### src/rtl/sequencer_pkg.sv
// Shared definitions for the Mini-SRC hardwired control unit: opcodes,
// ALU function codes, instruction classes, FSM states and IR field positions.
package sequencer_pkg;

    localparam int OPC_W = 5;
    localparam int REG_W = 4;
    localparam int IR_W  = 32;

    localparam int OPC_MSB = 31;
    localparam int OPC_LSB = 27;
    localparam int RA_MSB  = 26;
    localparam int RA_LSB  = 23;
    localparam int RB_MSB  = 22;
    localparam int RB_LSB  = 19;
    localparam int RC_MSB  = 18;
    localparam int RC_LSB  = 15;

    localparam logic [OPC_W-1:0] OPC_ADD  = 5'b00011;
    localparam logic [OPC_W-1:0] OPC_SUB  = 5'b00100;
    localparam logic [OPC_W-1:0] OPC_AND  = 5'b01100;
    localparam logic [OPC_W-1:0] OPC_OR   = 5'b01101;
    localparam logic [OPC_W-1:0] OPC_MUL  = 5'b01111;
    localparam logic [OPC_W-1:0] OPC_DIV  = 5'b10000;
    localparam logic [OPC_W-1:0] OPC_NEG  = 5'b10001;
    localparam logic [OPC_W-1:0] OPC_NOT  = 5'b10010;
    localparam logic [OPC_W-1:0] OPC_NOP  = 5'b11010;
    localparam logic [OPC_W-1:0] OPC_HALT = 5'b11011;

    typedef enum logic [3:0] {
        ALU_ADD = 4'd0,
        ALU_SUB = 4'd1,
        ALU_AND = 4'd2,
        ALU_OR  = 4'd3,
        ALU_MUL = 4'd4,
        ALU_DIV = 4'd5,
        ALU_NEG = 4'd6,
        ALU_NOT = 4'd7
    } alu_op_e;

    typedef enum logic [2:0] {
        CLS_NOP    = 3'd0,
        CLS_BIN    = 3'd1,
        CLS_UNARY  = 3'd2,
        CLS_MULDIV = 3'd3,
        CLS_HALT   = 3'd4
    } op_class_e;

    typedef enum logic [3:0] {
        ST_IDLE   = 4'd0,
        ST_T0     = 4'd1,
        ST_T1     = 4'd2,
        ST_T2     = 4'd3,
        ST_T3     = 4'd4,
        ST_T4     = 4'd5,
        ST_T5     = 4'd6,
        ST_T6     = 4'd7,
        ST_HALTED = 4'd8
    } state_e;

endpackage

### src/rtl/instr_decode.sv
// Combinational instruction decoder: splits IR into class, ALU function and
// register fields; undefined opcodes decode as nop with the illegal flag set.
module instr_decode
    import sequencer_pkg::*;
(
    input  logic [IR_W-1:0]  ir_i,
    output logic [2:0]       op_class_o,
    output logic [3:0]       alu_op_o,
    output logic [REG_W-1:0] ra_o,
    output logic [REG_W-1:0] rb_o,
    output logic [REG_W-1:0] rc_o,
    output logic             illegal_o
);

    logic [OPC_W-1:0] opcode_s;
    logic             unused_s;

    assign opcode_s = ir_i[OPC_MSB:OPC_LSB];
    assign ra_o     = ir_i[RA_MSB:RA_LSB];
    assign rb_o     = ir_i[RB_MSB:RB_LSB];
    assign rc_o     = ir_i[RC_MSB:RC_LSB];
    assign unused_s = ^ir_i[RC_LSB-1:0];

    // Opcode to class / ALU function lookup
    always_comb begin
        op_class_o = CLS_NOP;
        alu_op_o   = ALU_ADD;
        illegal_o  = 1'b0;
        case (opcode_s)
            OPC_ADD:  begin op_class_o = CLS_BIN;    alu_op_o = ALU_ADD; end
            OPC_SUB:  begin op_class_o = CLS_BIN;    alu_op_o = ALU_SUB; end
            OPC_AND:  begin op_class_o = CLS_BIN;    alu_op_o = ALU_AND; end
            OPC_OR:   begin op_class_o = CLS_BIN;    alu_op_o = ALU_OR;  end
            OPC_MUL:  begin op_class_o = CLS_MULDIV; alu_op_o = ALU_MUL; end
            OPC_DIV:  begin op_class_o = CLS_MULDIV; alu_op_o = ALU_DIV; end
            OPC_NEG:  begin op_class_o = CLS_UNARY;  alu_op_o = ALU_NEG; end
            OPC_NOT:  begin op_class_o = CLS_UNARY;  alu_op_o = ALU_NOT; end
            OPC_NOP:  op_class_o = CLS_NOP;
            OPC_HALT: op_class_o = CLS_HALT;
            default:  illegal_o  = 1'b1;
        endcase
    end

endmodule

### src/rtl/control_sequencer.sv
// Hardwired Mini-SRC control unit: steps fetch T0..T2 and execute T3..T6,
// with a Run/Stop handshake, memory-ready wait in T1 and a terminal HALTED state.
module control_sequencer
    import sequencer_pkg::*;
(
    input  logic             Clock,
    input  logic             clear,
    input  logic [IR_W-1:0]  IR,
    input  logic             Run_req,
    input  logic             Stop,
    input  logic             Mem_ready,
    output logic             PCout,
    output logic             Zlowout,
    output logic             Zhighout,
    output logic             MDRout,
    output logic             MARin,
    output logic             Zin,
    output logic             PCin,
    output logic             MDRin,
    output logic             IRin,
    output logic             Yin,
    output logic             LOin,
    output logic             HIin,
    output logic             IncPC,
    output logic             Read,
    output logic             Rin,
    output logic             Rout,
    output logic [REG_W-1:0] Rsel,
    output logic [3:0]       alu_op,
    output logic             Running,
    output logic             Done,
    output logic             Illegal
);

    state_e           state_q, state_d;
    state_e           after_done_s;
    logic             t1_wait_q, t1_wait_d;
    logic             illegal_q, illegal_d;
    logic             done_s;

    logic [2:0]       dec_class_s;
    logic [3:0]       dec_alu_s;
    logic [REG_W-1:0] dec_ra_s, dec_rb_s, dec_rc_s;
    logic             dec_illegal_s;

    instr_decode u_decode (
        .ir_i       (IR),
        .op_class_o (dec_class_s),
        .alu_op_o   (dec_alu_s),
        .ra_o       (dec_ra_s),
        .rb_o       (dec_rb_s),
        .rc_o       (dec_rc_s),
        .illegal_o  (dec_illegal_s)
    );

    // State, T1-wait flag and sticky illegal flag registers
    always_ff @(posedge Clock or negedge clear) begin
        if (!clear) begin
            state_q   <= ST_IDLE;
            t1_wait_q <= 1'b0;
            illegal_q <= 1'b0;
        end else begin
            state_q   <= state_d;
            t1_wait_q <= t1_wait_d;
            illegal_q <= illegal_d;
        end
    end

    // Successor of a Done step; Stop is only looked at here
    always_comb begin
        if (dec_class_s == CLS_HALT) begin
            after_done_s = ST_HALTED;
        end else if (Run_req && !Stop) begin
            after_done_s = ST_T0;
        end else begin
            after_done_s = ST_IDLE;
        end
    end

    // Next-state logic
    always_comb begin
        state_d   = state_q;
        t1_wait_d = 1'b0;
        illegal_d = illegal_q;
        case (state_q)
            ST_IDLE: begin
                if (Run_req) state_d = ST_T0;
                else         state_d = ST_IDLE;
            end
            ST_T0: state_d = ST_T1;
            ST_T1: begin
                if (Mem_ready) begin
                    state_d = ST_T2;
                end else begin
                    state_d   = ST_T1;
                    t1_wait_d = 1'b1;
                end
            end
            ST_T2: state_d = ST_T3;
            ST_T3: begin
                if (dec_illegal_s) illegal_d = 1'b1;
                else               illegal_d = illegal_q;
                if (done_s) state_d = after_done_s;
                else        state_d = ST_T4;
            end
            ST_T4: begin
                if (done_s) state_d = after_done_s;
                else        state_d = ST_T5;
            end
            ST_T5: begin
                if (done_s) state_d = after_done_s;
                else        state_d = ST_T6;
            end
            ST_T6:     state_d = after_done_s;
            ST_HALTED: state_d = ST_HALTED;
            default:   state_d = ST_IDLE;
        endcase
    end

    // Moore strobe decode from state and IR; only one bus driver per step
    always_comb begin
        PCout    = 1'b0;
        Zlowout  = 1'b0;
        Zhighout = 1'b0;
        MDRout   = 1'b0;
        MARin    = 1'b0;
        Zin      = 1'b0;
        PCin     = 1'b0;
        MDRin    = 1'b0;
        IRin     = 1'b0;
        Yin      = 1'b0;
        LOin     = 1'b0;
        HIin     = 1'b0;
        IncPC    = 1'b0;
        Read     = 1'b0;
        Rin      = 1'b0;
        Rout     = 1'b0;
        Rsel     = {REG_W{1'b0}};
        alu_op   = 4'd0;
        Running  = 1'b0;
        done_s   = 1'b0;
        case (state_q)
            ST_T0: begin
                Running = 1'b1;
                PCout   = 1'b1;
                MARin   = 1'b1;
                IncPC   = 1'b1;
                Zin     = 1'b1;
            end
            ST_T1: begin
                Running = 1'b1;
                Read    = 1'b1;
                MDRin   = 1'b1;
                if (!t1_wait_q) begin
                    Zlowout = 1'b1;
                    PCin    = 1'b1;
                end else begin
                    Zlowout = 1'b0;
                    PCin    = 1'b0;
                end
            end
            ST_T2: begin
                Running = 1'b1;
                MDRout  = 1'b1;
                IRin    = 1'b1;
            end
            ST_T3: begin
                Running = 1'b1;
                case (dec_class_s)
                    CLS_BIN:    begin Rout = 1'b1; Rsel = dec_rb_s; Yin = 1'b1; end
                    CLS_MULDIV: begin Rout = 1'b1; Rsel = dec_ra_s; Yin = 1'b1; end
                    CLS_UNARY:  begin Rout = 1'b1; Rsel = dec_rb_s; alu_op = dec_alu_s; Zin = 1'b1; end
                    default:    done_s = 1'b1;
                endcase
            end
            ST_T4: begin
                Running = 1'b1;
                case (dec_class_s)
                    CLS_BIN:    begin Rout = 1'b1; Rsel = dec_rc_s; alu_op = dec_alu_s; Zin = 1'b1; end
                    CLS_MULDIV: begin Rout = 1'b1; Rsel = dec_rb_s; alu_op = dec_alu_s; Zin = 1'b1; end
                    CLS_UNARY:  begin Zlowout = 1'b1; Rin = 1'b1; Rsel = dec_ra_s; done_s = 1'b1; end
                    default:    done_s = 1'b0;
                endcase
            end
            ST_T5: begin
                Running = 1'b1;
                case (dec_class_s)
                    CLS_BIN:    begin Zlowout = 1'b1; Rin = 1'b1; Rsel = dec_ra_s; done_s = 1'b1; end
                    CLS_MULDIV: begin Zlowout = 1'b1; LOin = 1'b1; end
                    default:    done_s = 1'b0;
                endcase
            end
            ST_T6: begin
                Running  = 1'b1;
                Zhighout = 1'b1;
                HIin     = 1'b1;
                done_s   = 1'b1;
            end
            default: Running = 1'b0;
        endcase
    end

    assign Done    = done_s;
    assign Illegal = illegal_q | ((state_q == ST_T3) & dec_illegal_s);

endmodule

### config.mk
export PLATFORM = sky130hd
export DESIGN_NAME = control_sequencer
export DESIGN_NICKNAME = d
export VERILOG_FILES = /design/src/rtl/sequencer_pkg.sv /design/src/rtl/instr_decode.sv /design/src/rtl/control_sequencer.sv
export SDC_FILE = /design/constraint.sdc
export NUM_CORES = 1
export LEC_CHECK = 0
export ABC_AREA = 1
export BUFFER_PORTS_ARGS = -buffer_cell sky130_fd_sc_hd__buf_2
export CAP_MARGIN = 5
export CORE_MARGIN = 1.5
export CORE_UTILIZATION = 33
export CTS_BUF_LIST = sky130_fd_sc_hd__clkbuf_4
export CTS_CLUSTER_SIZE = 28
export DETAILED_ROUTE_END_ITERATION = 10
export HOLD_SLACK_MARGIN = 0.15
export PLACE_DENSITY = 0.71
export SLEW_MARGIN = 25
export SYNTH_ARGS = -nofsm -noshare
export SYNTH_HDL_FRONTEND = slang
export SYNTH_SLANG_ARGS = --single-unit
### constraint.sdc
create_clock -name Clock -period 1.41 [get_ports Clock]
set_input_delay 0.141 -clock Clock [delete_from_list [all_inputs] [get_ports Clock]]
set_output_delay 0.141 -clock Clock [all_outputs]
set_load 0.1 [all_outputs]
-- Yosys cells after proc, flatten, opt, wreduce, memory -nomap -nowiden
Index checks and enable logic that the tools add are counted.
- output and inout bits: 27
- register bits after elaboration: 6
- mux-type cells: 40
- bitwise logic cells: 3
- reductions and logical operators: 12
- equality and inequality tests: 22
- operator list (cell ; number):
    $pmux W4 S9 ; 1
    $mux W4 ; 7
    $eq A5 B5 Y1 const B ; 5
    $pmux W4 S3 ; 2
    $mux W1 ; 21
    $pmux W3 S7 ; 1
    $eq A4 B3 Y1 const B ; 4
    $pmux W4 S2 ; 2
    $eq A5 B4 Y1 const B ; 3
    $pmux W3 S4 ; 1
    $reduce_or A10 Y1 ; 1
    $eq A4 B2 Y1 const B ; 2
    $reduce_or A2 Y1 ; 4
    $reduce_or A7 Y1 ; 1
    $eq A3 B2 Y1 const B ; 2
    $pmux W1 S3 ; 2
    $eq A5 B2 Y1 const B ; 1
    $eq A5 B3 Y1 const B ; 1
    $eq A4 B1 Y1 const B ; 1
    $eq A4 B4 Y1 const B ; 1
    $logic_not A4 Y1 ; 1
    $pmux W1 S2 ; 2
    $pmux W1 S4 ; 1
    $reduce_or A4 Y1 ; 1
    other kinds (9) ; 9

-- Logic depth before layout (Yosys ltp)
Gate-level depths: netlist of the first run.
- depth in word-level cells: 9
- depth in mapped cells: 10
- depth with buffers taken out: 10

-- Hierarchy
Synthesis of the first run repeated with hierarchy kept, for this count alone.
- cells, all modules: 165
- area, all modules: 972.2 um2
- by module, submodules not included (module ; cells an instance ; area an instance (um2) ; sequential area each (um2) ; times used):
    control_sequencer ; 122 ; 730.7 ; 150.1 ; 1
    instr_decode ; 43 ; 241.5 ; 0.0 ; 1

-- Worst setup path after synthesis of the first run
OpenSTA, ideal clock, no wires.
- path kind: flip-flop to output port
- from: register state_q[2]
- to: output Zlowout
- stages on the path, launching flop included: 7
- path buffers: 0
- data required time: 1269 ps
- arrival: 4169 ps
- path slack: -2900 ps
- cells stage by stage: dfrtp_1 -> nor2_1 -> inv_1 -> nor3_2 -> inv_1 -> nor2_1 -> or3_1
- longest elaborated chain between the ends: 2
- elaborated cells between the ends (all ways): 4
- those cells by class: 3 x eq/ne; 1 x mux
- ends and longest elaborated chain (element ; RTL line ; RTL):
    from (decl) ; control_sequencer.sv:35 ; state_e state_q, state_d;
    from (signal assigned) ; control_sequencer.sv:63 ; state_q <= state_d;
    $eq A4 B3 Y1 or $eq A4 B2 Y1 (tied branches) ; control_sequencer.sv:142 ; case (state_q)
    $pmux W1 S3 * ; control_sequencer.sv:142 ;
    to (decl) ; control_sequencer.sv:13 ; output logic Zlowout,
Every way passes the cells marked *; elsewhere a longest branch is shown, timed or not.

-- Final worst setup path of the first run
- from: input IR[29]
- to: output Rsel[0]
- longest elaborated chain between the ends: 7
- elaborated cells between the ends (all ways): 21
- those cells by class: 12 x eq/ne; 5 x mux; 4 x reduce/logical
- ends and longest elaborated chain (element ; RTL line ; RTL):
    from (decl) ; control_sequencer.sv:8 ; input logic [IR_W-1:0] IR,
    $eq A5 B2 Y1 (tied with other cells) ; instr_decode.sv:29 ; case (opcode_s)
    $reduce_or A4 Y1 (no line) or $reduce_or A2 Y1 (tied branches) ; -- ;
    $pmux W3 S4 * ; instr_decode.sv:29 ;
    $eq A3 B1 Y1 or $eq A3 B2 Y1 (tied branches) ; control_sequencer.sv:169, control_sequencer.sv:178, control_sequencer.sv:187 ;
    $reduce_or A2 Y1 (no line) ; -- ;
    $pmux W4 S2 ; control_sequencer.sv:169 ; case (dec_class_s)
    $pmux W4 S3 * ; control_sequencer.sv:142 ;
    to (decl) ; control_sequencer.sv:28 ; output logic [REG_W-1:0] Rsel,
Marked as above.

==> results.yml, run 1 <==
final_layout:
  layout-area-overhead-vs-synth_pct: 161
  nets: 292
  layout.cells.most_common_list: "sky130_fd_sc_hd__buf_4 (47), sky130_fd_sc_hd__nand2_1 (29), sky130_fd_sc_hd__buf_12 (26), sky130_fd_sc_hd__buf_2 (21), sky130_fd_sc_hd__nor2_4 (16)"
  mostFrequentLayoutCell: "sky130_fd_sc_hd__buf_4"
  num_antenna_cells: 0
  post_route_cells_drive_above_1_share_pct: 66.1
sta:
  finalHoldViolCount: 0
  worst_slack_ns: -0.631
  fin_worst_hold_slack_ns: 0.272
  finalClockSkew_ns: 0.0118
  timing_max_transition_violations_final: 0
  min_period_over_period_pct: 145
  period_minus_slack_ns: 2.04
  setup-tns-final_ns: -13.81
  setup_viol_count_final: 31
  rsz0062_at_grt: "true"
  max_freq_mhz: 490
cts:
  cts_tree: "built"
  cts-htree-levels: 1
  clock_tree.root_cell: "sky130_fd_sc_hd__clkbuf_4"
  clock_path_buffers: 2
  cts.sink_count: 6
  cts-buffers-inserted: 3
  clock_latency_ns: 0.27
  clkTransAtPathRegs_ns: 0.06
setup_path:
  crit_required_ns: 1.27
  worstSetupEndpointType: "primary output"
  crit-reg2reg-capture: "state_q[2]"
  data_arrival_critical_path_ns: 1.90
  crit_type: "input pin to primary output"
  cp-start-kind: "input pin"
  path_max_fanout: 5
  r2r-start: "state_q[2]"
  r2r_setup_slack_ns: -0.34
  timing.reg2reg.worst_path_depth: 8
synth:
  syn_inst: 148
  synth.avg_cell_area_um2: 5.93
  synthDominantAreaCellType: "sky130_fd_sc_hd__dfrtp_1"
  synth-seq-cells: 6
  ys_seq_area_share_pct: 17.1
  top_cell_type_s_share_of_synthesized_area_pct: 17.1
  synth.top_cells.by_area: "sky130_fd_sc_hd__dfrtp_1 (17%), sky130_fd_sc_hd__nand2_1 (16%), sky130_fd_sc_hd__inv_1 (10%), sky130_fd_sc_hd__nor2_1 (9.8%), sky130_fd_sc_hd__o211ai_1 (7.7%)"
  yosys_warns: 0
  ys_types: 29
  syn-num-nets: 185
  post_synthesis_instance_area_um2: 878
floorplan:
  fp-row-count: 18
  floorplan.core_area_um2: 2500
  floorplan.io_pins: 64
  die_area_um2: 2980
  die_h_um: 54.6
  die_width_um: 54.6
  starting_density_pct: 35.1
global_route:
  maximum_number_of_pins_on_one_net_before_global_route_repair: 8
  grt_pass1_vias: 1624
  grt_first_pass_wirelength_um: 7890
  track_usage_pct: 39.4
  antenna_found_initial: 0
  grt-ovfl-total: 0
detailed_routing:
  wl_met1_um: 2020
  vias_per_cell: 5.83
  top_layer_used: "met4"
  met2_wirelength_um: 2780
  route.detailed.drc: 0
  met3WireLength_um: 657
  route.antenna.remaining_nets: 0
  initialDrtViolationCount: 128
  route.final.wire_length_um: 6050
  post_drt_wl_per_cell_um: 21.3
  num_vias: 1656
  drt-pass1-iter-count: 5
outcome:
  failed_checks: "setup timing"
  run_status: "finished with violations"
place:
  numPortBuffers: 47
  globalplace.congestion: 0.849
  place.detailed.hpwl_um: 2840
pwr:
  static-leakage-power_nw: 1.09
  powerDensity_nw_per_um2: 2140
  peakVddDrop_v: 0.00357
worst_hold_path:
  timing.hold.worst.class: "input pin to asynchronous set/reset pin"
job:
  drv_cap: 0
## cell usage after synthesis
cell	number
sky130_fd_sc_hd__inv_1	24
sky130_fd_sc_hd__a21oi_2	1
sky130_fd_sc_hd__a21oi_1	4
sky130_fd_sc_hd__nand2_1	37
sky130_fd_sc_hd__nor3_2	1
sky130_fd_sc_hd__a31o_2	2
sky130_fd_sc_hd__nor3_4	1
sky130_fd_sc_hd__o22ai_1	2
sky130_fd_sc_hd__buf_4	6
sky130_fd_sc_hd__nand3_4	1
sky130_fd_sc_hd__nand2_2	3
sky130_fd_sc_hd__o21ai_0	6
sky130_fd_sc_hd__nand3_1	4
sky130_fd_sc_hd__and2_4	1
sky130_fd_sc_hd__nor2_1	23
sky130_fd_sc_hd__nor2_4	2
sky130_fd_sc_hd__nor2_2	2
sky130_fd_sc_hd__a32o_1	1
sky130_fd_sc_hd__o211ai_1	9
sky130_fd_sc_hd__or3_1	1
sky130_fd_sc_hd__nor3_1	1
sky130_fd_sc_hd__nand2_4	1
sky130_fd_sc_hd__nand3b_1	1
sky130_fd_sc_hd__nand4_1	2
sky130_fd_sc_hd__dfrtp_1	6
sky130_fd_sc_hd__conb_1	1
sky130_fd_sc_hd__nand3_2	1
sky130_fd_sc_hd__inv_2	3
sky130_fd_sc_hd__o21bai_1	1
## sequential cells by signal (all words and copies together), names as in the netlist
signal     cells
illegal_q      1
t1_wait_q      1
state_q        4
## report_power, final
group          leakage (nW)  internal [mW]  switching [mW]
Clock                0.0184          0.128          0.0934
Sequential           0.0728          0.238          0.0818
Combinational          1.00           1.70            2.67
## critical path: stages
cell                       delay, ns
sky130_fd_sc_hd__buf_2          0.13
sky130_fd_sc_hd__nor2_2         0.26
sky130_fd_sc_hd__and2_4         0.23
sky130_fd_sc_hd__nand2_1        0.10
sky130_fd_sc_hd__nand2_2        0.15
sky130_fd_sc_hd__buf_4          0.14
sky130_fd_sc_hd__inv_1          0.09
sky130_fd_sc_hd__o21ai_0        0.20
sky130_fd_sc_hd__nand2_1        0.08
sky130_fd_sc_hd__o211ai_1       0.16
sky130_fd_sc_hd__buf_12         0.22
## cells by family (layout without fill, tap and decap cells)
| logic type | after synthesis | count (layout) | synth area share, % |
|---|---|---|---|
| flip-flops | 6 | 6 | 17.1 |
| AO/OA/AOI/OAI | 26 | 26 | 19.8 |
| buffers and inverters | 33 | 139 | 16.7 |
| other | 1 | 1 | 0.427 |
| AND/OR/NAND/NOR | 82 | 82 | 46.0 |
## repair_timing
item	in CTS	in global routing
gates resized for setup	26	27
hold buffers	2	0
pin swaps	16	9
endpoints found under the setup margin	30	31
setup buffers	14	9
endpoints found under the hold margin	7	0
## cell type report
cell class                 instances  area (um2)
fill                              87         206
sequential                         6         151
timing repair buffer             108        1150
inverter                          27         109
clock buffer                       4        30.0
tap                               30        37.5
multi-input combinational        109         818
## through the flow
| stage | setup slack (ns) | cell area, um2 | instances | total power, mW | utilization [%] |
|---|---|---|---|---|---|
| floorplan | -1.26 | 1030 | 148 | 2.55 | - |
| detailed placement | -0.265 | 1950 | 261 | 3.88 | 77.9 |
| global route | -0.664 | 2290 | 284 | 5.02 | 91.7 |
| global placement | -0.209 | 1950 | 261 | 3.83 | 77.9 |
| CTS | -0.478 | 2190 | 280 | 4.56 | 87.5 |
| finish | -0.631 | 2290 | 284 | 4.91 | 91.7 |
## routing by layer
metal  up-vias  global-route usage (%)
li1        684                       -
met1       737                    42.1
met2       168                    64.5
met3        67                    11.2
met4         0                    30.4
met5         -                       0
## worst max-delay path by stage
stage	startpoint	to	cells past startpoint
6_report	IR[29]	Rsel[0]	11
5_1_grt	state_q[2]	Done	8
4_1_cts	state_q[3]	alu_op[1]	9
3_5_place_dp	state_q[3]	Rsel[0]	10
3_3_place_gp	state_q[3]	alu_op[2]	9
2_1_floorplan	state_q[3]	Rsel[0]	9
Power figures use the tool's default switching activity.
==> run 2, diff against run 1 <==
--- a/config.mk
+++ b/config.mk
@@ -6,16 +6,18 @@
 export NUM_CORES = 1
 export LEC_CHECK = 0
 export ABC_AREA = 1
+export ABC_CLOCK_PERIOD_IN_PS = 1410
 export BUFFER_PORTS_ARGS = -buffer_cell sky130_fd_sc_hd__buf_2
 export CAP_MARGIN = 5
 export CORE_MARGIN = 1.5
 export CORE_UTILIZATION = 33
-export CTS_BUF_LIST = sky130_fd_sc_hd__clkbuf_4
+export CTS_BUF_LIST = sky130_fd_sc_hd__clkbuf_16
 export CTS_CLUSTER_SIZE = 28
 export DETAILED_ROUTE_END_ITERATION = 10
 export HOLD_SLACK_MARGIN = 0.15
-export PLACE_DENSITY = 0.71
+export PLACE_DENSITY = 0.69
 export SLEW_MARGIN = 25
 export SYNTH_ARGS = -nofsm -noshare
 export SYNTH_HDL_FRONTEND = slang
+export SYNTH_HIERARCHICAL = 1
 export SYNTH_SLANG_ARGS = --single-unit
==> results.yml, run 2 <==
outcome:
  run_status: "aborted with a tool error"
  last-stage-reached: "global routing"
  toolErrorMsg: "[ERROR DPL-0038] Utilization greater than 100%, impossible to legalize"
cts:
  cts.sink_count: 6
  clock_path_buffers: 2
  cts-buffers-inserted: 3
  clock_tree.root_cell: "sky130_fd_sc_hd__clkbuf_16"
  cts-htree-levels: 1
synth:
  number_of_synthesized_flops_with_an_enable_pin: 0
  synthDominantAreaCellType: "sky130_fd_sc_hd__dfrtp_1"
  syn-num-nets: 202
  yosys_warns: 6
  synth-seq-cells: 6
  synth.avg_cell_area_um2: 5.89
  syn_inst: 165
  ys_types: 24
  synth.top_cells.by_area: "sky130_fd_sc_hd__dfrtp_1 (15%), sky130_fd_sc_hd__buf_4 (14%), sky130_fd_sc_hd__nand2_1 (10%), sky130_fd_sc_hd__inv_1 (8.5%), sky130_fd_sc_hd__nor2_1 (8.5%)"
  top_cell_type_s_share_of_synthesized_area_pct: 15.4
  synth_commonest_cells: "sky130_fd_sc_hd__nand2_1 (27), sky130_fd_sc_hd__inv_1 (22), sky130_fd_sc_hd__nor2_1 (22)"
  asyncSetResetFlopFracSynth_pct: 100
  ys_seq_area_share_pct: 15.4
  synthFlopType: "sky130_fd_sc_hd__dfrtp_1"
  post_synthesis_instance_area_um2: 972
  synth_most_common_cell: "sky130_fd_sc_hd__nand2_1"
floorplan:
  die_width_um: 57.3
  fp-row-count: 19
  starting_density_pct: 35.0
  die_h_um: 57.3
  floorplan.io_pins: 64
sta:
  worst_setup_endpoint_grt: "Rsel[2]"
  endpoint_type: "primary output"
place:
  globalplace.congestion: 0.873
  place.detailed.hpwl_um: 2800
  numPortBuffers: 47
  placement.setup.worst_slack_ns: -0.441
global_route:
  maximum_number_of_pins_on_one_net_before_global_route_repair: 7
[run 2: logic make-up after synthesis]
logic type / Yosys count / share of synthesized area, %
other: 1 / 0.386
DFF: 6 / 15.4
AOI/OAI and AO/OA: 21 / 14.0
buffers and inverters: 45 / 24.3
and+or+nand+nor: 92 / 45.8
[run 2: through the flow]
step,cells,instance area [um2],hold slack [ns],TNS (ns)
3_3_place_gp,267,2030,-0.0277,-5.30
2_1_floorplan,165,1220,-0.155,-10.20
4_1_cts,282,2420,0.201,-6.33
3_5_place_dp,267,2030,-0.0235,-6.11
[run 2: what timing repair did]
| item | CTS |
|---|---|
| endpoints found under the hold margin | 7 |
| buffers inserted | 11 |
| pin swaps | 28 |
| resized for setup | 63 |
| hold buffers | 2 |
| endpoints found under the setup margin | 30 |
==> run 3, diff against run 2 <==
--- a/config.mk
+++ b/config.mk
@@ -6,16 +6,13 @@
 export NUM_CORES = 1
 export LEC_CHECK = 0
 export ABC_AREA = 1
-export ABC_CLOCK_PERIOD_IN_PS = 1410
+export ABC_CLOCK_PERIOD_IN_PS = 1830
 export BUFFER_PORTS_ARGS = -buffer_cell sky130_fd_sc_hd__buf_2
 export CAP_MARGIN = 5
 export CORE_MARGIN = 1.5
-export CORE_UTILIZATION = 33
-export CTS_BUF_LIST = sky130_fd_sc_hd__clkbuf_16
-export CTS_CLUSTER_SIZE = 28
+export CORE_UTILIZATION = 20
 export DETAILED_ROUTE_END_ITERATION = 10
-export HOLD_SLACK_MARGIN = 0.15
-export PLACE_DENSITY = 0.69
+export PLACE_DENSITY_LB_ADDON = 0.15
 export SLEW_MARGIN = 25
 export SYNTH_ARGS = -nofsm -noshare
 export SYNTH_HDL_FRONTEND = slang
==> constraint.sdc (replaced) <==
create_clock -name Clock -period 1.83 [get_ports Clock]
set_input_delay 0.183 -clock Clock [delete_from_list [all_inputs] [get_ports Clock]]
set_output_delay 0.183 -clock Clock [all_outputs]
set_load 0.1 [all_outputs]
==> results.yml, run 3 <==
synth:
  post_synthesis_instance_area_um2: 972
  synth_commonest_cells: "sky130_fd_sc_hd__nand2_1 (27), sky130_fd_sc_hd__inv_1 (22), sky130_fd_sc_hd__nor2_1 (22)"
  synthFlopType: "sky130_fd_sc_hd__dfrtp_1"
  synth.top_cells.by_area: "sky130_fd_sc_hd__dfrtp_1 (15%), sky130_fd_sc_hd__buf_4 (14%), sky130_fd_sc_hd__nand2_1 (10%), sky130_fd_sc_hd__inv_1 (8.5%), sky130_fd_sc_hd__nor2_1 (8.5%)"
  top_cell_type_s_share_of_synthesized_area_pct: 15.4
  yosys_warns: 6
  synth.area.mux_share_pct: 0
  synth_top_family_by_area: "simple AND/OR/NAND/NOR gates"
  synth.avg_cell_area_um2: 5.89
  synth_simple_gate_area_share_pct: 45.8
  ys_types: 24
  post_synth_fa_ha_maj_area_fraction_pct: 0
  synth_most_common_cell: "sky130_fd_sc_hd__nand2_1"
  number_of_synthesized_flops_with_an_enable_pin: 0
  synthDominantAreaCellType: "sky130_fd_sc_hd__dfrtp_1"
  asyncSetResetFlopFracSynth_pct: 100
  ys_seq_area_share_pct: 15.4
  syn_inst: 165
  synth_compound_gate_area_share_pct: 14.0
  post_synth_xor_xnor_area_pct: 0
  syn-num-nets: 202
  synth-seq-cells: 6
setup_path:
  worstSetupEndpointType: "primary output"
  cp-start-kind: "input pin"
  data_arrival_critical_path_ns: 1.66
  timing.reg2reg.worst_path_depth: 10
  crit_required_ns: 1.65
  crit_type: "input pin to primary output"
  path_max_fanout: 4
sta:
  timing.max_slew.rel_slack_pct: -14.3
  rsz0062_at_grt: "true"
  setup_viol_count_final: 1
  setup-tns-final_ns: -0.0110
  timing_max_transition_violations_final: 1
  worst-slew-pin-transition_ns: 1.71
  finalHoldViolCount: 0
  period_minus_slack_ns: 1.84
  finalClockSkew_ns: 0.00257
  min_period_over_period_pct: 101
  max_freq_mhz: 543
  worst_slack_ns: -0.0110
  fin_worst_hold_slack_ns: 0.130
floorplan:
  die_h_um: 72.7
  die_area_um2: 5290
  starting_density_pct: 20.7
  fp-row-count: 25
  die_width_um: 72.7
  floorplan.core_area_um2: 4690
  floorplan.io_pins: 64
cts:
  cts-buffers-inserted: 3
  clock_path_buffers: 2
  cts.sink_count: 6
  cts-htree-levels: 1
  clock_tree.root_cell: "sky130_fd_sc_hd__clkbuf_8"
  clock_latency_ns: 0.22
  cts_tree: "built"
  clkTransAtPathRegs_ns: 0.03
final_layout:
  utilization_pct: 44.7
  layout.cells.most_common_list: "sky130_fd_sc_hd__buf_4 (31), sky130_fd_sc_hd__buf_12 (24), sky130_fd_sc_hd__nand2_1 (20), sky130_fd_sc_hd__buf_2 (19), sky130_fd_sc_hd__nor2_4 (14)"
  n_fill_cell: 477
  flip_flop_count_of_the_largest_register_after_layout: 4
  nets: 269
  postLayoutCellArea_um2: 2100
  layout-area-overhead-vs-synth_pct: 116
  mostFrequentLayoutCell: "sky130_fd_sc_hd__buf_4"
  num_antenna_cells: 0
  post_layout_nonfiller_instances: 284
  final-seq-area_um2: 153
  post_route_cells_drive_above_1_share_pct: 65.7
  top_register: "state_q"
  combined_area_of_the_multi_input_logic_cells_um2: 835
  reg.largest.list: "state_q x4, illegal_q x1, t1_wait_q x1"
worst_hold_path:
  timing.hold.worst.class: "input pin to flip-flop"
  timing.hold.worst_path_depth: 2
detailed_routing:
  num_vias: 1237
  vias_per_cell: 4.36
  route.antenna.remaining_nets: 0
  post_drt_wl_per_cell_um: 10.7
  route.final.wire_length_um: 3040
  initialDrtViolationCount: 29
  drt-pass1-iter-count: 4
  route.detailed.drc: 0
pwr:
  peakVddDrop_v: 0.00109
  static-leakage-power_nw: 0.931
  powerDensity_nw_per_um2: 1400
outcome:
  failed_checks: "slew limit, setup timing"
  run_status: "finished with violations"
place:
  place.detailed.hpwl_um: 2570
  globalplace.congestion: 0.796
  placed_cell_area_um2: 1850
  numPortBuffers: 47
  place_inst: 274
global_route:
  grt_first_pass_wirelength_um: 5270
  grt-ovfl-total: 0
  grt_pass1_vias: 1234
  maximum_number_of_pins_on_one_net_before_global_route_repair: 8
  track_usage_pct: 12.2
  antenna_found_initial: 0
job:
  drv_cap: 0
==> run 3: cell counts after synthesis <==
No cell type changed its count.
==> run 3: cells by family after synthesis <==
group,count (synthesis)
flops,6
other cells,1
buf+inv,45
simple gates,92
compound gates,21
==> run 3: final timing paths <==
check                      slack [ns]    endpoint        from
min reg2reg                      0.47   illegal_q   illegal_q
min in group asynchronous        0.31  state_q[2]       clear
max                             -0.01     Rsel[0]      IR[29]
max reg2reg                      0.26  state_q[0]  state_q[3]
max in group asynchronous        1.36  state_q[1]       clear
min                              0.13   t1_wait_q   Mem_ready
==> run 3: what timing repair did <==
action | in CTS | in global routing
hold buffers | 1 | 0
endpoints found under the hold margin | 6 | 0
pin swaps | 19 | 5
endpoints found under the setup margin | 11 | 12
buffers inserted | 2 | 4
gates resized for setup | 31 | 18
==> run 3: stage by stage <==
| step | power, mW | setup WS [ns] |
|---|---|---|
| after floorplan | 1.94 | -0.496 |
| after global placement | 2.66 | -0.108 |
| after detailed placement | 2.65 | -0.117 |
| after CTS | 2.92 | -0.00172 |
| after global routing | 3.06 | -0.107 |
| final | 2.93 | -0.0110 |
==> run 3: critical path, stage by stage <==
cell and delay, ns:
sky130_fd_sc_hd__buf_6 0.11, sky130_fd_sc_hd__nor2_4 0.12, sky130_fd_sc_hd__nand4_1 0.19, sky130_fd_sc_hd__nand3_4 0.17, sky130_fd_sc_hd__buf_6 0.11, sky130_fd_sc_hd__nand3_4 0.08
sky130_fd_sc_hd__nor2_4 0.16, sky130_fd_sc_hd__inv_2 0.08, sky130_fd_sc_hd__nand2_8 0.08, sky130_fd_sc_hd__nand2_2 0.05, sky130_fd_sc_hd__nand4_1 0.12, sky130_fd_sc_hd__buf_12 0.19
==> run 3: area by class of cell <==
class                           count  area share [%]
Sequential cell                     6            7.28
Multi-Input combinational cell    114            39.8
Clock buffer                        3            1.97
Tap cell                           54            3.22
Inverter                           27            5.79
Timing Repair Buffer               80            41.9
==> run 3: power breakdown <==
group / switching, mW / total, mW / internal (mW) / leakage, nW
clock network: 0.0507 / 0.191 / 0.141 / 0.0216
registers: 0.0586 / 0.248 / 0.189 / 0.0723
logic: 1.68 / 2.49 / 0.803 / 0.837
total: 1.79 / 2.93 / 1.13 / 0.931
==> run 3: layer usage <==
layer / track usage, % / wire length, um
met5: 0 / 0
met4: 3.77 / 14
met3: 1.10 / 158
met2: 22.0 / 1560
met1: 15.1 / 1310
==> run 4, diff against run 3 <==
--- a/config.mk
+++ b/config.mk
@@ -8,7 +8,7 @@
 export ABC_AREA = 1
 export ABC_CLOCK_PERIOD_IN_PS = 1830
 export BUFFER_PORTS_ARGS = -buffer_cell sky130_fd_sc_hd__buf_2
-export CAP_MARGIN = 5
+export CAP_MARGIN = 20
 export CORE_MARGIN = 1.5
 export CORE_UTILIZATION = 20
 export DETAILED_ROUTE_END_ITERATION = 10
==> constraint.sdc (replaced) <==
create_clock -name Clock -period 1.83 [get_ports Clock]
set_input_delay 0.0915 -clock Clock [delete_from_list [all_inputs] [get_ports Clock]]
set_output_delay 0.0915 -clock Clock [all_outputs]
set_load 0.1 [all_outputs]
==> results.yml, run 4 (synthesis results as in run 3) <==
floorplan:
  die_width_um: 72.7
  die_area_um2: 5290
  fp-row-count: 25
  floorplan.core_area_um2: 4690
  floorplan.io_pins: 64
  die_h_um: 72.7
  starting_density_pct: 20.7
cts:
  cts-buffers-inserted: 3
  cts_tree: "built"
  clock_path_buffers: 2
  clock_tree.root_cell: "sky130_fd_sc_hd__clkbuf_8"
  cts-htree-levels: 1
  cts.sink_count: 6
  clock_latency_ns: 0.23
  clkTransAtPathRegs_ns: 0.04
final_layout:
  layout.cells.most_common_list: "sky130_fd_sc_hd__buf_2 (28), sky130_fd_sc_hd__nand2_1 (24), sky130_fd_sc_hd__buf_12 (18), sky130_fd_sc_hd__inv_1 (17), sky130_fd_sc_hd__buf_4 (16)"
  mostFrequentLayoutCell: "sky130_fd_sc_hd__buf_2"
  post_route_cells_drive_above_1_share_pct: 54.7
  nets: 253
  reg.largest.list: "state_q x4, illegal_q x1, t1_wait_q x1"
  num_antenna_cells: 0
  flip_flop_count_of_the_largest_register_after_layout: 4
  utilization_pct: 37.6
  top_register: "state_q"
  layout-area-overhead-vs-synth_pct: 81.3
  n_fill_cell: 496
place:
  place.detailed.hpwl_um: 2480
  globalplace.congestion: 0.785
  numPortBuffers: 47
worst_hold_path:
  min_from: "Mem_ready"
  timing.hold.worst.class: "input pin to flip-flop"
global_route:
  layer_carrying_the_most_global_route_usage: "met2"
  grt-ovfl-total: 0
  met2_usage_pct: 16.9
  maximum_number_of_pins_on_one_net_before_global_route_repair: 7
  grt_pass1_vias: 1007
  antenna_found_initial: 0
  global_route.usage.met1_pct: 16.1
  met3_track_demand_over_resource_pct: 2.49
  track_usage_pct: 11.2
  grt_first_pass_wirelength_um: 4710
outcome:
  failed_checks: "slew limit"
  run_status: "finished with violations"
sta:
  fin_worst_hold_slack_ns: 0.0246
  timing.max_slew.rel_slack_pct: -14.2
  min_period_over_period_pct: 96.9
  period_minus_slack_ns: 1.77
  max_freq_mhz: 564
  finalHoldViolCount: 0
  worst-slew-pin-transition_ns: 1.71
  timing_max_transition_violations_final: 1
  setup_viol_count_final: 0
  finalClockSkew_ns: 0.00443
  rsz0062_at_grt: "true"
setup_path:
  crit_type: "flip-flop to primary output"
  crit_required_ns: 1.74
  r2r_setup_slack_ns: 0.28
  r2r-start: "state_q[3]"
  worstSetupEndpointType: "primary output"
  path_max_fanout: 5
  crit_path_start: "state_q[2]"
  cp-start-kind: "flip-flop"
  data_arrival_critical_path_ns: 1.68
detailed_routing:
  route.antenna.remaining_nets: 0
  drt-pass1-iter-count: 4
  route.detailed.drc: 0
  post_drt_wl_per_cell_um: 10.9
  initialDrtViolationCount: 58
  route.final.wire_length_um: 2920
  vias_per_cell: 4.43
  num_vias: 1188
pwr:
  peakVddDrop_v: 0.00168
  static-leakage-power_nw: 0.825
  powerDensity_nw_per_um2: 1540
job:
  drv_cap: 0
## run 4: layer usage
| layer | wire [um] | up-vias |
|---|---|---|
| met5 | 0 | - |
| met1 | 1360 | 528 |
| met3 | 185 | 2 |
| li1 | - | 621 |
| met4 | 17 | 0 |
| met2 | 1360 | 37 |
## run 4: worst paths after layout
kind | to | depth (start not counted)
max in group asynchronous | state_q[0] | 2
hold reg to reg | illegal_q | 1
setup / recovery | Rout | 9
min in group asynchronous | t1_wait_q | 2
hold / removal | t1_wait_q | 2
setup reg to reg | state_q[3] | 9
## run 4: layout make-up
class | count | area (um2) | area share [%]
multi-input combinational | 114 | 759 | 43.1
sequential | 6 | 151 | 8.59
clock buffer | 3 | 41.3 | 2.34
inverter | 27 | 105 | 5.96
tap | 54 | 67.6 | 3.83
timing repair buffer | 64 | 638 | 36.2
## run 4: critical path, stage by stage (launching register included)
cell,delay [ns]
sky130_fd_sc_hd__dfrtp_1,0.39
sky130_fd_sc_hd__inv_2,0.09
sky130_fd_sc_hd__nor2_4,0.06
sky130_fd_sc_hd__nand2_2,0.10
sky130_fd_sc_hd__buf_4,0.15
sky130_fd_sc_hd__nor2_1,0.05
sky130_fd_sc_hd__nor2_2,0.19
sky130_fd_sc_hd__nand2_8,0.09
sky130_fd_sc_hd__o22ai_4,0.14
sky130_fd_sc_hd__buf_12,0.20
## run 4: power by group
group	switching [mW]	leakage, nW	total (mW)	internal (mW)
logic	1.62	0.730	2.27	0.647
clock network	0.0642	0.0216	0.206	0.142
registers	0.0583	0.0734	0.245	0.187
total	1.75	0.825	2.72	0.976
## run 4: repair_timing
item / 4_1_cts / 5_1_grt
hold buffers: 1 / 0
resized for setup: 1 / 7
pin swaps: 1 / 7
buffers inserted: 2 / 0
endpoints found under the setup margin: 8 / 9
hold endpoints to repair: 6 / 0
## run 4: per-stage QoR
stage / power [mW] / setup slack (ns) / area (um2) / std cells / TNS [ns]
3_5_place_dp: 2.49 / 0.0229 / 1670 / 262 / 0
2_1_floorplan: 1.93 / -0.309 / 1120 / 165 / -1.76
5_1_grt: 2.84 / -0.0277 / 1760 / 268 / -0.132
4_1_cts: 2.74 / 0.0162 / 1730 / 268 / 0
6_report: 2.72 / 0.0575 / 1760 / 268 / 0
3_3_place_gp: 2.48 / 0.0396 / 1670 / 262 / 0
